### config.mk
export PLATFORM = sky130hd
export DESIGN_NAME = parity_frame_ctrl_flat
export DESIGN_NICKNAME = d
export VERILOG_FILES = /design/src/rtl/parity_frame_if.sv /design/src/rtl/parity_frame_ctrl.sv /design/src/flat_wrapper.sv
export SDC_FILE = /design/constraint.sdc
export NUM_CORES = 1
export LEC_CHECK = 0
export CAP_MARGIN = 20
export CELL_PAD_IN_SITES_DETAIL_PLACEMENT = 0
export CELL_PAD_IN_SITES_GLOBAL_PLACEMENT = 2
export CORE_UTILIZATION = 26
export CTS_BUF_LIST = sky130_fd_sc_hd__clkbuf_4 sky130_fd_sc_hd__clkbuf_8 sky130_fd_sc_hd__clkbuf_16
export CTS_CLUSTER_SIZE = 40
export DETAILED_ROUTE_END_ITERATION = 6
export GPL_ROUTABILITY_DRIVEN = 0
export PLACE_DENSITY_LB_ADDON = 0.05
export SYNTH_ARGS = -nofsm -noshare
export SYNTH_HDL_FRONTEND = slang
export SYNTH_SLANG_ARGS = --single-unit
### constraint.sdc
create_clock -name clk -period 1.5 [get_ports clk]
set_input_delay 0.45 -clock clk [delete_from_list [all_inputs] [get_ports clk]]
set_output_delay 0.45 -clock clk [all_outputs]
set_load 0.02 [all_outputs]
### src/rtl/parity_frame_if.sv
// Serial parity frame bus between the receive shifter and the frame controller.
// err_count exists only when PARITY_STATS_EN is defined.
interface parity_frame_if
`ifdef PARITY_STATS_EN
  #(parameter int CNT_W = 8)
`endif
  ;
  logic start;
  logic x;
  logic x_valid;
  logic busy;
  logic parity;
  logic done;
  logic par_err;
`ifdef PARITY_STATS_EN
  logic [CNT_W-1:0] err_count;
`endif

  modport master (
    output start, x, x_valid,
    input  busy, parity, done, par_err
`ifdef PARITY_STATS_EN
    , err_count
`endif
  );

  modport slave (
    input  start, x, x_valid,
    output busy, parity, done, par_err
`ifdef PARITY_STATS_EN
    , err_count
`endif
  );
endinterface

### src/rtl/parity_frame_ctrl.sv
// Frame controller: collects DATA_BITS serial bits, checks the trailing parity bit.
// Optional saturating errored-frame counter enabled by defining PARITY_STATS_EN.
module parity_frame_ctrl #(
  parameter int DATA_BITS  = 8,
  parameter int ODD_PARITY = 0
`ifdef PARITY_STATS_EN
  , parameter int CNT_W    = 8
`endif
) (
  input  logic           clk,
  input  logic           rst,
  parity_frame_if.slave  pf,
  output logic [1:0]     state_dbg
);

  localparam int BW = $clog2(DATA_BITS + 1);
  localparam logic [BW-1:0] LAST_BIT = BW'(DATA_BITS - 1);
  localparam logic ODD_BIT = (ODD_PARITY != 0);

  typedef enum logic [1:0] {
    S_IDLE  = 2'd0,
    S_DATA  = 2'd1,
    S_CHECK = 2'd2,
    S_DONE  = 2'd3
  } state_t;

  state_t        state;
  logic [BW-1:0] bit_cnt;
  logic          parity_q;
  logic          par_err_q;
  logic          busy_q;
  logic          done_q;
  logic          mismatch;

  // Valid semantics: x is consumed on any edge where x_valid=1 while in DATA or
  // CHECK; there is no back-pressure, and x/x_valid are ignored in IDLE and DONE.
  assign mismatch = ((parity_q ^ pf.x) != ODD_BIT);

  always_ff @(posedge clk) begin
    if (rst) begin
      state     <= S_IDLE;
      bit_cnt   <= '0;
      parity_q  <= 1'b0;
      par_err_q <= 1'b0;
      busy_q    <= 1'b0;
      done_q    <= 1'b0;
    end else begin
      done_q <= 1'b0;
      case (state)
        S_IDLE: begin
          if (pf.start) begin
            state     <= S_DATA;
            busy_q    <= 1'b1;
            parity_q  <= 1'b0;
            bit_cnt   <= '0;
            par_err_q <= 1'b0;
          end
        end
        S_DATA: begin
          if (pf.x_valid) begin
            parity_q <= parity_q ^ pf.x;
            bit_cnt  <= bit_cnt + 1'b1;
            if (bit_cnt == LAST_BIT) state <= S_CHECK;
          end
        end
        S_CHECK: begin
          // parity_q is left at the data-only XOR so it stays visible after the frame
          if (pf.x_valid) begin
            par_err_q <= mismatch;
            state     <= S_DONE;
            busy_q    <= 1'b0;
            done_q    <= 1'b1;
          end
        end
        S_DONE: begin
          state <= S_IDLE;
        end
        default: begin
          state  <= S_IDLE;
          busy_q <= 1'b0;
        end
      endcase
    end
  end

`ifdef PARITY_STATS_EN
  logic [CNT_W-1:0] err_cnt_q;

  always_ff @(posedge clk) begin
    if (rst) begin
      err_cnt_q <= '0;
    end else if (state == S_CHECK && pf.x_valid && mismatch && err_cnt_q != {CNT_W{1'b1}}) begin
      err_cnt_q <= err_cnt_q + 1'b1;
    end
  end

  assign pf.err_count = err_cnt_q;
`endif

  assign pf.busy    = busy_q;
  assign pf.parity  = parity_q;
  assign pf.done    = done_q;
  assign pf.par_err = par_err_q;
  assign state_dbg  = state;

endmodule

### src/flat_wrapper.sv
// flat-port wrapper written by rule: the top's interface ports become plain ports
module parity_frame_ctrl_flat 
#(
  parameter int DATA_BITS  = 8,
  parameter int ODD_PARITY = 0

)
  (clk, rst, state_dbg, pf_start, pf_x, pf_x_valid, pf_busy, pf_parity, pf_done, pf_par_err);
  parity_frame_if pf_i ();
  input  logic clk;
  input  logic rst;
  output logic [1:0] state_dbg;
  input wire logic [$bits(pf_i.start)-1:0] pf_start;
  input wire logic [$bits(pf_i.x)-1:0] pf_x;
  input wire logic [$bits(pf_i.x_valid)-1:0] pf_x_valid;
  output wire logic [$bits(pf_i.busy)-1:0] pf_busy;
  output wire logic [$bits(pf_i.parity)-1:0] pf_parity;
  output wire logic [$bits(pf_i.done)-1:0] pf_done;
  output wire logic [$bits(pf_i.par_err)-1:0] pf_par_err;
  assign pf_i.start = pf_start;
  assign pf_i.x = pf_x;
  assign pf_i.x_valid = pf_x_valid;
  assign pf_busy = pf_i.busy;
  assign pf_parity = pf_i.parity;
  assign pf_done = pf_i.done;
  assign pf_par_err = pf_i.par_err;
  parity_frame_ctrl #(.DATA_BITS(DATA_BITS), .ODD_PARITY(ODD_PARITY)) u_core (.clk(clk), .rst(rst), .pf(pf_i), .state_dbg(state_dbg));
endmodule
==> results.tsv, run 1 <==
stage	metric	value	unit
logic_synthesis	post-synthesis instance area	559.3	um^2
clock_tree	total CTS buffers	3	
die	Die H	48.38	um
cells_and_area	fin nets	109	
power	maximum vdd drop	0.0008385	V
sta	Peak Freq	646.8	MHz
sta	Layout Skew	0.002776	ns
detailed_routing	Iter 0 DRT Violations	11	
setup_path	critical path's largest stage delay	0.49	ns
logic_synthesis	ys flop type	dfxtp_1	
global_routing	Total Routing Usage GR	14.06	%
cells_and_area	Layout area overhead	72.26	%
logic_synthesis	top cells by count, synth	dfxtp_1, a21oi_1, ha_1, nand2_1, nor2b_1	
global_routing	vias in the first global route	562	
clock_tree	CTS tree	done	
cells_and_area	share of cells above drive strength 1	45.36	%
detailed_routing	post-route ant nets	0	
cells_and_area	fin cells	124	
logic_synthesis	synth top area cells	dfxtp_1, ha_1, nor2b_1	
run	MaxCap Viol Count	0	
setup_path	Slowest-stage cell, CP	or4_4	
die	row cnt	16	
setup_path	type of origin of the critical path	flip-flop	
logic_synthesis	register area share after synthesis	35.79	%
clock_tree	Post-CTS Hold Buffers	0	
die	Initial Utilization	27.94	%
setup_path	CP delay by family, top	simple AND/OR/NAND/NOR gates	
sta	Period Utilization, post-route	103.1	%
hold_path	Min-Delay Path Class	reg -> reg	
logic_synthesis	syn_area_per_cell	8.878	um^2
place	dpl hpwl	1029	um
run_status	status	finished with violations	
detailed_routing	Post-Route WL	1449	um
global_routing	largest net degree at the start of global routing	7	
die	Die Area	0.002341	mm^2
setup_path	crit-path cells	inv_2, buf_6, ha_4, mux2i_4, or4_4, a21oi_2	
sta	relative slew slack	76.13	%
cells_and_area	fillers	214	
setup_path	Data arrival, critical path	1.75	ns
logic_synthesis	Ys Warns	0	
clock_tree	Clock Sinks	10	
power	leakage	0.0004071	uW
clock_tree	htree depth	1	
clock_tree	clock latency on the worst-skew pair	0.27	ns
setup_path	Worst EP required	1.70	ns
setup_path	CP endpoint kind	flip-flop	
place	Port Buffers	10	
setup_path	R2R Setup Slk	-0.05	ns
logic_synthesis	Netlist cell types	22	
detailed_routing	drt drc	0	
setup_path	critical path class	reg -> reg	
logic_synthesis	Yosys reg bits	10	
setup_path	CP bufs+invs	2	
die	core area	0.002002	mm^2
global_routing	grt ovf	0	
sta	Max Slew Vio Count	0	
place	pre-CTS WS	-0.3692	ns
die	die width	48.38	um
sta	Setup violations, final	1	
logic_synthesis	FFs w/ async S/R, synth	0	%
place	dpl cells	116	
sta	RSZ-0062 raised after global routing	true	
global_routing	first-pass GRT wire length	2504	um
detailed_routing	router iterations before antenna repair	4	
logic_synthesis	cell taking the most area after synthesis	dfxtp_1	
clock_tree	CTS root buffer	clkbuf_4	
detailed_routing	Via-to-Cell Ratio	4.540	
sta	final-report hold violation count	0	
sta	min cycle time layout	1.546	ns
cells_and_area	total inserted antenna cells	0	
sta	worst-margin pin slew	0.3543	ns
die	IO Count	11	
logic_synthesis	Synth Instances	63	
cells_and_area	Final Util	48.13	%
logic_synthesis	net count after synthesis	74	
clock_tree	CTS clk-pin slew, worst paths	0.08	ns
detailed_routing	vias post-DR	563	
logic_synthesis	Synth top area share	35.79	%
clock_tree	Max clock buf depth	2	
setup_path	CP Max Fanout	5	
power	PwrDens	1687	mW/mm^2
logic_synthesis	EDFF count, synth	0	
sta	setup ws final	-0.04610	ns
logic_synthesis	most common cell in the netlist	dfxtp_1	
global_routing	initial antenna violation count	0	
detailed_routing	wire length per cell	11.69	um
run_status	failing checks	negative setup slack	
-- where the power goes --
group | internal, uW | switching, uW | total [uW] | leakage [uW]
combinational | 558 | 455 | 1010 | 0.000303
sequential | 329 | 32.2 | 361 | 0.0000828
clock | 147 | 104 | 252 | 0.0000210
-- state kept, by name (all words and copies together) (netlist names) --
signal and flops:
u_core.state_dbg 2, u_core.bit_cnt 4, u_core.pf.done 1, u_core.pf.parity 1, u_core.pf.busy 1, u_core.pf.par_err 1
-- layout by cell type (no fill, tap or decap), drive strengths merged, types with 2 or more instances in the layout --
master          n
buf            21
dfxtp          10
nand2           6
dlygate4sd2     6
a21oi           6
ha              6
clkbuf          6
nor2b           5
o21ai           4
inv             3
o31ai           3
mux2i           3
nand4           2
nor2            2
clkdlybuf4s50   2
or3             2
or4             2
-- stage by stage --
step | total power (uW) | cell area, um^2 | hold slack, ns | TNS, ns
5_1_grt | 1748 | 963.4 | 0.5164 | -0.2674
4_1_cts | 1614 | 947.2 | 0.4918 | -0.1049
3_3_place_gp | 1196 | 848.3 | 0.4639 | -2.626
2_1_floorplan | 813.7 | 594.3 | 0.4467 | 0
6_report | 1625 | 963.4 | 0.4909 | -0.04610
3_5_place_dp | 1192 | 848.3 | 0.4751 | -2.536
-- final cells by class --
type	count	area (um^2)	area share, %
well taps	27	33.78	3.506
flip-flops and latches	10	207.7	21.56
clock buffers	4	36.28	3.766
repair buffers	31	264.0	27.40
multi-input cells	49	410.4	42.60
inverters	3	11.26	1.169
-- layer usage --
| layer | GRT usage (%) | wire length (um) | part of all wire (%) | vias to the layer above |
|---|---|---|---|---|
| met3 | 2.830 | 38 | 2.6 | 0 |
| li1 | - | - | - | 299 |
| met2 | 22.07 | 662 | 46 | 6 |
| met5 | 0 | 0 | 0 | - |
| met4 | 5.882 | 0 | 0 | 0 |
| met1 | 18.73 | 748 | 52 | 258 |
-- cell families after synthesis --
logic type               share of synthesized area (%)
AO/OA/AOI/OAI                                    19.69
XOR/XNOR                                         1.566
buffers and inverters                            2.684
multiplexers                                     5.369
AND/OR/NAND/NOR                                  21.48
adder cells (fa/ha/maj)                          13.42
flip-flops                                       35.79
-- worst min-delay path: stages (launching register included) --
cell and delay, ns:
dfxtp_1 0.31, o221ai_1 0.08, a21oi_2 0.06
-- timing repair --
| item | CTS | global route |
|---|---|---|
| endpoints found under the setup margin | 11 | 10 |
| gates cloned | 0 | 0 |
| pin swaps | 3 | 5 |
| setup buffers | 4 | 1 |
| resized for setup | 15 | 10 |
-- path summary, 6_finish.rpt --
path | endpoint | depth (start not counted) | startpoint
min reg2reg | u_core.pf.par_err | 2 | u_core.pf.par_err
max reg2reg | u_core.bit_cnt[3] | 6 | u_core.state_dbg[1]
min | u_core.pf.par_err | 2 | u_core.pf.par_err
max | u_core.bit_cnt[3] | 6 | u_core.state_dbg[1]
(Power assumes the default switching activity.)
==> run 2: changes to the inputs <==
Settings changed: GPL_ROUTABILITY_DRIVEN 0 to unset.
==> results of run 2 <==
The final DEF is identical to that of run 1; final timing and power are the same.
